## config.mk

```make
export PLATFORM = sky130hd
export DESIGN_NAME = ps2_host_tx
export DESIGN_NICKNAME = d
export VERILOG_FILES = /design/src/rtl/ps2_host_tx.sv
export SDC_FILE = /design/constraint.sdc
export NUM_CORES = 1
export LEC_CHECK = 0
export ABC_AREA = 1
export BUFFER_PORTS_ARGS = -buffer_cell sky130_fd_sc_hd__buf_2
export CAP_MARGIN = 40
export CELL_PAD_IN_SITES_DETAIL_PLACEMENT = 1
export CELL_PAD_IN_SITES_GLOBAL_PLACEMENT = 1
export CORE_MARGIN = 5
export CORE_UTILIZATION = 39
export DETAILED_ROUTE_END_ITERATION = 10
export GPL_ROUTABILITY_DRIVEN = 0
export HOLD_SLACK_MARGIN = 0.05
export PLACE_DENSITY = 0.88
export SLEW_MARGIN = 40
export SYNTH_ARGS = -nofsm -noshare
export SYNTH_HDL_FRONTEND = slang
export SYNTH_SLANG_ARGS = --single-unit
```

## constraint.sdc

```tcl
create_clock -name CLK -period 1.57 [get_ports CLK]
set_input_delay 0 -clock CLK [delete_from_list [all_inputs] [get_ports CLK]]
set_output_delay 0 -clock CLK [all_outputs]
set_load 0.01 [all_outputs]
```

## src/rtl/ps2_host_tx.sv

```systemverilog
// PS/2 host-to-device transmitter: inhibits the bus, sends one command byte with
// odd parity on device clock edges, then reports ACK, ACK error or timeout.
module ps2_host_tx #(
  parameter int INHIBIT_CYCLES     = 5000,
  parameter int FIRST_EDGE_TIMEOUT = 750000,
  parameter int PACKET_TIMEOUT     = 100000,
  parameter int SYNC_STAGES        = 2
) (
  input  logic       CLK,
  input  logic       RST,
  input  logic [7:0] tx_data,
  input  logic       tx_valid,
  output logic       tx_ready,
  input  logic       ps2_clk_in,
  input  logic       ps2_dat_in,
  output logic       ps2_clk_oe,
  output logic       ps2_dat_oe,
  output logic       busy,
  output logic       tx_done,
  output logic       tx_ack_err,
  output logic       tx_timeout
);

  localparam int MAX_AB  = (INHIBIT_CYCLES > FIRST_EDGE_TIMEOUT) ? INHIBIT_CYCLES : FIRST_EDGE_TIMEOUT;
  localparam int MAX_CNT = (MAX_AB > PACKET_TIMEOUT) ? MAX_AB : PACKET_TIMEOUT;
  localparam int CNT_W   = $clog2(MAX_CNT + 1);
  localparam int SYNC_W  = (SYNC_STAGES < 2) ? 2 : SYNC_STAGES;

  localparam logic [CNT_W-1:0] CNT_ZERO   = {CNT_W{1'b0}};
  localparam logic [CNT_W-1:0] CNT_MAX    = {CNT_W{1'b1}};
  localparam logic [CNT_W-1:0] INH_LAST   = CNT_W'(INHIBIT_CYCLES - 1);
  localparam logic [CNT_W-1:0] FIRST_LAST = CNT_W'(FIRST_EDGE_TIMEOUT - 1);
  localparam logic [CNT_W-1:0] PKT_LAST   = CNT_W'(PACKET_TIMEOUT - 1);

  typedef enum logic [2:0] {
    ST_IDLE       = 3'd0,
    ST_INHIBIT    = 3'd1,
    ST_WAIT_FIRST = 3'd2,
    ST_SEND       = 3'd3,
    ST_WAIT_IDLE  = 3'd4,
    ST_FINISH     = 3'd5
  } state_t;

  function automatic logic odd_parity(input logic [7:0] d);
    return ~^d;
  endfunction

  state_t             state_r, state_s;
  logic [CNT_W-1:0]   cnt_r, cnt_s, cnt_inc_s;
  logic [3:0]         edge_cnt_r, edge_cnt_s;
  logic [8:0]         shift_r, shift_s;
  logic               ack_err_r, ack_err_s;
  logic [SYNC_W-1:0]  clk_sync_r, dat_sync_r;
  logic               clk_prev_r;
  logic               clk_s, dat_s, fe_s;
  logic               clk_oe_r, clk_oe_s;
  logic               dat_oe_r, dat_oe_s;
  logic               tx_ready_r, busy_r;
  logic               done_r, done_s;
  logic               err_r, err_s;
  logic               to_r, to_s;

  assign clk_s     = clk_sync_r[SYNC_W-1];
  assign dat_s     = dat_sync_r[SYNC_W-1];
  assign fe_s      = clk_prev_r & ~clk_s;
  assign cnt_inc_s = (cnt_r == CNT_MAX) ? cnt_r : (cnt_r + CNT_W'(1));

  // Next-state, counter, shift register and line-enable decode
  always_comb begin
    state_s    = state_r;
    cnt_s      = cnt_r;
    edge_cnt_s = edge_cnt_r;
    shift_s    = shift_r;
    ack_err_s  = ack_err_r;
    clk_oe_s   = 1'b0;
    dat_oe_s   = dat_oe_r;
    done_s     = 1'b0;
    err_s      = 1'b0;
    to_s       = 1'b0;
    case (state_r)
      ST_IDLE: begin
        dat_oe_s = 1'b0;
        if (tx_valid && tx_ready_r) begin
          state_s    = ST_INHIBIT;
          shift_s    = {odd_parity(tx_data), tx_data};
          cnt_s      = CNT_ZERO;
          edge_cnt_s = 4'd0;
          ack_err_s  = 1'b0;
          clk_oe_s   = 1'b1;
          dat_oe_s   = (INH_LAST == CNT_ZERO);
        end else begin
          state_s = ST_IDLE;
        end
      end
      ST_INHIBIT: begin
        // Start bit goes out on the final inhibit cycle so data is low at release
        if (cnt_r >= INH_LAST) begin
          state_s  = ST_WAIT_FIRST;
          cnt_s    = CNT_ZERO;
          clk_oe_s = 1'b0;
          dat_oe_s = 1'b1;
        end else begin
          cnt_s    = cnt_inc_s;
          clk_oe_s = 1'b1;
          dat_oe_s = (cnt_inc_s >= INH_LAST);
        end
      end
      ST_WAIT_FIRST: begin
        dat_oe_s = 1'b1;
        if (cnt_r >= FIRST_LAST) begin
          state_s  = ST_FINISH;
          to_s     = 1'b1;
          dat_oe_s = 1'b0;
          cnt_s    = CNT_ZERO;
        end else if (fe_s) begin
          state_s    = ST_SEND;
          dat_oe_s   = ~shift_r[0];
          shift_s    = {1'b0, shift_r[8:1]};
          edge_cnt_s = 4'd1;
          cnt_s      = CNT_ZERO;
        end else begin
          cnt_s = cnt_inc_s;
        end
      end
      ST_SEND: begin
        if (cnt_r >= PKT_LAST) begin
          state_s  = ST_FINISH;
          to_s     = 1'b1;
          dat_oe_s = 1'b0;
          cnt_s    = CNT_ZERO;
        end else if (fe_s) begin
          cnt_s = cnt_inc_s;
          if (edge_cnt_r >= 4'd10) begin
            state_s    = ST_WAIT_IDLE;
            edge_cnt_s = 4'd11;
            ack_err_s  = dat_s;
            dat_oe_s   = 1'b0;
          end else if (edge_cnt_r == 4'd9) begin
            edge_cnt_s = 4'd10;
            dat_oe_s   = 1'b0;
          end else begin
            edge_cnt_s = edge_cnt_r + 4'd1;
            dat_oe_s   = ~shift_r[0];
            shift_s    = {1'b0, shift_r[8:1]};
          end
        end else begin
          cnt_s = cnt_inc_s;
        end
      end
      ST_WAIT_IDLE: begin
        dat_oe_s = 1'b0;
        if (cnt_r >= PKT_LAST) begin
          state_s = ST_FINISH;
          to_s    = 1'b1;
          cnt_s   = CNT_ZERO;
        end else if (clk_s && dat_s) begin
          state_s = ST_FINISH;
          done_s  = ~ack_err_r;
          err_s   = ack_err_r;
          cnt_s   = CNT_ZERO;
        end else begin
          cnt_s = cnt_inc_s;
        end
      end
      ST_FINISH: begin
        dat_oe_s = 1'b0;
        cnt_s    = CNT_ZERO;
        state_s  = ST_IDLE;
      end
      default: begin
        dat_oe_s = 1'b0;
        cnt_s    = CNT_ZERO;
        state_s  = ST_IDLE;
      end
    endcase
  end

  // State, datapath, synchronizer and registered output update
  always_ff @(posedge CLK) begin
    if (!RST) begin
      state_r    <= ST_IDLE;
      cnt_r      <= CNT_ZERO;
      edge_cnt_r <= 4'd0;
      shift_r    <= 9'd0;
      ack_err_r  <= 1'b0;
      clk_sync_r <= {SYNC_W{1'b1}};
      dat_sync_r <= {SYNC_W{1'b1}};
      clk_prev_r <= 1'b1;
      clk_oe_r   <= 1'b0;
      dat_oe_r   <= 1'b0;
      tx_ready_r <= 1'b1;
      busy_r     <= 1'b0;
      done_r     <= 1'b0;
      err_r      <= 1'b0;
      to_r       <= 1'b0;
    end else begin
      state_r    <= state_s;
      cnt_r      <= cnt_s;
      edge_cnt_r <= edge_cnt_s;
      shift_r    <= shift_s;
      ack_err_r  <= ack_err_s;
      clk_sync_r <= {clk_sync_r[SYNC_W-2:0], ps2_clk_in};
      dat_sync_r <= {dat_sync_r[SYNC_W-2:0], ps2_dat_in};
      clk_prev_r <= clk_s;
      clk_oe_r   <= clk_oe_s;
      dat_oe_r   <= dat_oe_s;
      tx_ready_r <= (state_s == ST_IDLE);
      busy_r     <= (state_s != ST_IDLE);
      done_r     <= done_s;
      err_r      <= err_s;
      to_r       <= to_s;
    end
  end

  assign tx_ready   = tx_ready_r;
  assign busy       = busy_r;
  assign ps2_clk_oe = clk_oe_r;
  assign ps2_dat_oe = dat_oe_r;
  assign tx_done    = done_r;
  assign tx_ack_err = err_r;
  assign tx_timeout = to_r;

endmodule
```

Word-level counts from Yosys, hierarchy flattened
Index checks and enable logic that the tools add are counted.

word-level totals
  output and inout bits = 7
  flip-flop bits (word level) = 49

operators by class
  add/subtract/negate cells = 2
  bitwise gates (word level) = 7
  reduce and logical (&&, ||, !) cells = 13
  magnitude comparators = 5
  equal/unequal tests = 15
  mux-type cells = 54

operator list
  operator                 count
  $mux W20                 8
  $pmux W20 S5             1
  $mux W9                  7
  $ge A20 B13 Y1 const B   2
  $mux W4                  7
  $pmux W9 S3              1
  $mux W3                  8
  $add A20 B1 Y20 const B  1
  $eq A20 B20 Y1 const B   1
  $ge A20 B17 Y1 const B   1
  $ge A20 B20 Y1 const B   1
  $mux W1                  16
  $ne A2 B2 Y1 const B     8
  $pmux W3 S5              1
  $pmux W4 S3              1
  $reduce_and A8 Y1        1
  $reduce_xnor A8 Y1       1
  $eq A3 B2 Y1 const B     2
  $logic_not A3 Y1         2
  $not A1 Y1               6
  $pmux W1 S2              3
  $reduce_and A6 Y1        1
  $reduce_bool A3 Y1       2
  $reduce_and A5 Y1        1
  12 further kinds         13

Longest topological paths before layout
  depth in word-level cells = 6
  gate-level depth with buffers = 16
  mapped depth without buffers = 16

Worst setup path before layout
Ideal clock, no wire load.

  kind = register -> register
  from = register cnt_r[0]
  to = register shift_r[8]
  clock period less this slack = 1.746 ns
  cell stages (with the launch flop) = 13
  slack = -0.176 ns
  arrival time = 1.633 ns
  cell sequence = dfxtp_1 -> ha_1 -> nand3_1 -> inv_1 -> nand3_1 -> nand3_4 -> o21ai_4 -> nand3_4 -> nor2_4 -> buf_6 -> o21ai_2 -> nand2_1 -> nor2_1

between the ends
  cells in the longest elaborated chain, start to end = 3

ends and longest elaborated chain
  element                                                  line      RTL
  start, declared                                          49        logic [CNT_W-1:0] cnt_r, cnt_s, cnt_inc_s;
  start signal, assigned                                   198       cnt_r <= cnt_s;
  $ge A20 B17 Y1 / $ge A20 B20 Y1 (equally long branches)  126, 110
  $ne A2 B2 Y1 (no source line)                            --
  $reduce_and A8 Y1 (no source line) (*)                   --
  end signal, assigned                                     200       shift_r <= shift_s;
  end, declared                                            51        logic [8:0] shift_r, shift_s;

Mark *: on every way between the ends. The rest lies on a longest branch, timed or not.
A chain may end at the register's enable or synchronous reset.

Worst setup path after layout
  from = register cnt_r[9]
  to = register dat_oe_r, in the netlist ps2_dat_oe

between the ends
  cells in the longest elaborated chain, start to end = 5

ends and longest elaborated chain
  element                                                   line  RTL
  $add A20 B1 Y20 / $eq A20 B20 Y1 (equally long branches)  66    assign cnt_inc_s = (cnt_r == CNT_MAX) ? cnt_r : (cnt_r + CNT_W'(1));
  $mux W20                                                  66
  $ge A20 B13 Y1                                            105   dat_oe_s = (cnt_inc_s >= INH_LAST);
  $mux W1                                                   97    if (cnt_r >= INH_LAST) begin
  $pmux W1 S3                                               80    case (state_r)
  end signal, assigned                                      206   dat_oe_r <= dat_oe_s;
  end, declared                                             57    logic dat_oe_r, dat_oe_s;

Parallel ways exist; a longest one is shown, timed or not.

==> out/summary.json <==
{
  "logic_synthesis": {
    "yosys_warnings": 0,
    "asyncSetResetFlopFracSynth": 0,
    "synth-edff-count": 0,
    "synth_sequential_area_ratio": 0.319,
    "synth.ff_latch_count": 49,
    "postSynth.topFlopCell": "sky130_fd_sc_hd__dfxtp_1",
    "syn_nets": 496,
    "synth_largest_type_area_fraction": 0.319,
    "synth_cells": 479,
    "post_synth.cell_area_avg_um2": 6.43,
    "netlist_area_mm2": 0.00308,
    "yosys.cell_types.count": 40,
    "post-synth-top-area-cell": "sky130_fd_sc_hd__dfxtp_1",
    "synth.top_cells.by_area": "sky130_fd_sc_hd__dfxtp_1 (32%), sky130_fd_sc_hd__nand2_1 (16%), sky130_fd_sc_hd__nor2_1 (7.8%), sky130_fd_sc_hd__inv_1 (6.1%), sky130_fd_sc_hd__a21oi_1 (5.9%)"
  },
  "cts": {
    "clock_sink_count": 49,
    "path_clk_slew_ns": 0.12,
    "tritoncts_clock_tree": "built",
    "cts-htree-levels": 2,
    "cts_buffer_depth": 2,
    "clock-root-buffer": "sky130_fd_sc_hd__clkbuf_8",
    "number_of_buffers_inserted_during_clock_tree_synthesis": 5,
    "insertion_delay_ns": 0.34
  },
  "status": {
    "status": "complete, but fails checks",
    "failed_checks": "setup timing"
  },
  "place": {
    "port-buffer-count": 19,
    "dp_worst_setup_slack_ns": -0.441,
    "place_hpwl_mm": 9.32,
    "placedInstanceArea_mm2": 0.00399
  },
  "detailed_routing": {
    "routed_wl_mm": 24.3,
    "detail_route.wl_per_cell_um": 33.2,
    "detailroute.via_count": 4895,
    "avgViaCountPerCell": 6.70,
    "drcViolationCount": 0,
    "drtIter0Drc": 712,
    "firstDrtPassIters": 7,
    "ant_nets": 0
  },
  "grt": {
    "grt-ovfl-total": 0,
    "gr-usage-all-layers": 0.386,
    "number_of_global_route_vias_before_repair": 4901,
    "grt_pass1_wl_mm": 29.0,
    "antenna_found_initial": 2,
    "grt_max_degree": 21
  },
  "critical_path": {
    "path_cells": "nand2_4 > buf_4 > nor2_4 > nand2_1 > nor2_4 > nand2_4 > nand2_4 > nor2_2 > xor2_1 > nand2_1 > nand2_1 > nand2_2 > a21oi_2",
    "crit_type": "register to register",
    "critical_path.endpoint_type": "register",
    "crit_path_max_incr_delay_ns": 0.44,
    "required_ns": 1.78,
    "r2r_slack_ns": -0.92,
    "crit_arrival_ns": 2.71,
    "startpoint_type": "register",
    "critical_path.max_fanout": 5,
    "worstReg2RegEnd": "ps2_dat_oe",
    "crit_slowest_cell": "sky130_fd_sc_hd__dfxtp_4",
    "reg2reg_depth": 13,
    "r2r_start": "cnt_r[9]"
  },
  "floorplanning": {
    "top_level_ports": 20,
    "die_area_mm2": 0.00977,
    "die-width_um": 98.9,
    "starting_utilization_of_the_core_area": 0.398,
    "core.rowCount": 32,
    "fp.dieH_um": 98.9,
    "core_area_mm2": 0.00773
  },
  "finish": {
    "utilization": 0.697,
    "nets": 644,
    "fill_cells": 920,
    "finalInstanceArea_mm2": 0.00539,
    "synthToLayoutAreaGrowth_pct": 75.0,
    "drive_gt1_frac": 0.592
  },
  "sta": {
    "final.setup.worst_slack_ns": -0.925,
    "max_slew_violation_count": 0,
    "timing.final.hold_violations": 0,
    "timing_worst_slew_pin_value_ns": 0.844,
    "finalCritPeriodShare": 1.59,
    "totalNegativeSetupSlack_ns": -30.90,
    "worst_slew_margin_rel": 0.437,
    "setup_viol": 44,
    "setup_repair_after_global_routing_missed_its_margin": "yes",
    "fmax_mhz": 401,
    "fin_skew_ns": 0.0221,
    "min_period_ns": 2.49
  },
  "pwr": {
    "power_per_cell_area_mw_per_mm2": 583,
    "p_leak_nw": 2.47,
    "worst_ir_drop_vdd_mv": 0.487
  },
  "run": {
    "cap_violations": 0
  },
  "hold_path": {
    "worstHoldStart": "tx_data[2]",
    "hold-path-cell-count": 5,
    "hold_removal_path_class": "input pin to register",
    "hold_end": "shift_r[2]"
  }
}
logic make-up after synthesis:
| group | after synthesis | synth area share |
|---|---|---|
| flip-flops | 49 | 0.319 |
| adder cells (fa/ha/maj) | 4 | 0.0163 |
| AND/OR/NAND/NOR | 262 | 0.373 |
| XOR/XNOR | 18 | 0.0512 |
| AO/OA/AOI/OAI | 77 | 0.146 |
| buffers and inverters | 69 | 0.0947 |
where the power goes:
group / total, mW / leakage, nW / switching (mW) / internal [mW]
logic: 0.732 / 2.00 / 0.456 / 0.276
registers: 1.34 / 0.416 / 0.0621 / 1.27
clock network: 1.08 / 0.0554 / 0.593 / 0.483
total: 3.14 / 2.47 / 1.11 / 2.03
through the flow:
stage / power, mW / hold WS, ns / cells
4_1_cts: 2.87 / 0.0512 / 710
6_report: 3.14 / 0.0982 / 731
2_1_floorplan: 1.61 / 0.107 / 479
3_3_place_gp: 1.76 / 0.190 / 676
3_5_place_dp: 1.78 / 0.193 / 676
5_1_grt: 3.15 / 0.118 / 731
critical path: cells and delay by family, from the launching register on:
| family | cells | cell delay (ns) |
|---|---|---|
| XOR/XNOR | 1 | 0.36 |
| buffers and inverters | 1 | 0.16 |
| flip-flops | 1 | 0.44 |
| AND/OR/NAND/NOR | 10 | 1.06 |
| AO/OA/AOI/OAI | 1 | 0.34 |
layout by cell type, fill, tap and decap left out, drive strengths merged, types with 2 or more instances in the layout:
master | netlist | routed
nor3 | 4 | 4
nand4 | 7 | 7
buf | 9 | 151
ha | 4 | 4
a21oi | 40 | 40
o31ai | 2 | 2
nand2 | 140 | 140
clkinv | 0 | 2
nor2 | 69 | 69
and3 | 2 | 2
dfxtp | 49 | 49
or2 | 5 | 5
a31oi | 2 | 2
xor2 | 15 | 15
nand3 | 33 | 33
clkbuf | 7 | 6
dlygate4sd3 | 0 | 6
xnor2 | 3 | 3
inv | 53 | 51
o21ai | 28 | 28
flip-flops by register name, summed over array words and instances (netlist names):
signal and cells:
ps2_clk_oe 1, ack_err_r 1, tx_ready 1, edge_cnt_r 4, clk_prev_r 1, clk_sync_r 2, tx_done 1, busy 1
dat_sync_r 2, cnt_r 20, tx_ack_err 1, ps2_dat_oe 1, state_r 3, tx_timeout 1, shift_r 9
Yosys cell counts, types with 2 or more instances:
| cell | instances |
|---|---|
| sky130_fd_sc_hd__a21oi_1 | 36 |
| sky130_fd_sc_hd__a21oi_2 | 3 |
| sky130_fd_sc_hd__a31oi_1 | 2 |
| sky130_fd_sc_hd__and3_1 | 2 |
| sky130_fd_sc_hd__buf_2 | 4 |
| sky130_fd_sc_hd__buf_4 | 3 |
| sky130_fd_sc_hd__buf_6 | 2 |
| sky130_fd_sc_hd__clkbuf_1 | 6 |
| sky130_fd_sc_hd__dfxtp_1 | 49 |
| sky130_fd_sc_hd__ha_1 | 4 |
| sky130_fd_sc_hd__inv_1 | 50 |
| sky130_fd_sc_hd__inv_2 | 3 |
| sky130_fd_sc_hd__nand2_1 | 135 |
| sky130_fd_sc_hd__nand2_2 | 5 |
| sky130_fd_sc_hd__nand3_1 | 30 |
| sky130_fd_sc_hd__nand3_4 | 2 |
| sky130_fd_sc_hd__nand4_1 | 7 |
| sky130_fd_sc_hd__nor2_1 | 64 |
| sky130_fd_sc_hd__nor2_2 | 2 |
| sky130_fd_sc_hd__nor2_4 | 2 |
| sky130_fd_sc_hd__nor3_1 | 4 |
| sky130_fd_sc_hd__o21ai_0 | 17 |
| sky130_fd_sc_hd__o21ai_1 | 9 |
| sky130_fd_sc_hd__o31ai_1 | 2 |
| sky130_fd_sc_hd__or2_2 | 5 |
| sky130_fd_sc_hd__xnor2_1 | 3 |
| sky130_fd_sc_hd__xor2_1 | 15 |
per-layer routing:
metal,part of all wire,wire length [um],global-route usage
met2,0.43,10500,0.636
met4,0.11,2590,0.301
met1,0.34,8220,0.411
met3,0.12,2900,0.113
met5,0.0029,71,0
area by class of cell:
cell class | count | area, um^2 | share of cell area
diodes | 1 | 2.50 | 0.000464
clock buffers | 6 | 72.6 | 0.0135
clock inverters | 2 | 38.8 | 0.00720
inverters | 53 | 220 | 0.0409
multi-input cells | 361 | 2600 | 0.483
flip-flops and latches | 49 | 1050 | 0.195
well taps | 102 | 128 | 0.0237
repair buffers | 157 | 1270 | 0.236
what timing repair did:
| action | CTS | global route |
|---|---|---|
| pin swaps | 23 | 53 |
| buffers inserted | 20 | 23 |
| cloned | 3 | 0 |
| resized for setup | 162 | 110 |
| hold endpoints to repair | 5 | 1 |
| hold buffers | 5 | 1 |
| endpoints found under the setup margin | 44 | 44 |
how the worst max path moves through the flow:
stage                        from         end  slack [ns]  cells past startpoint
floorplan                cnt_r[8]  shift_r[8]       -0.11                     14
global placement         cnt_r[4]  shift_r[6]       -0.25                     12
detailed placement      cnt_r[10]  ps2_dat_oe       -0.44                     12
CTS                      cnt_r[5]  shift_r[2]       -0.25                     10
global route        edge_cnt_r[1]  shift_r[1]       -0.90                     10
finish                   cnt_r[9]  ps2_dat_oe       -0.92                     13
No activity file was read; power rests on OpenSTA's default activity.
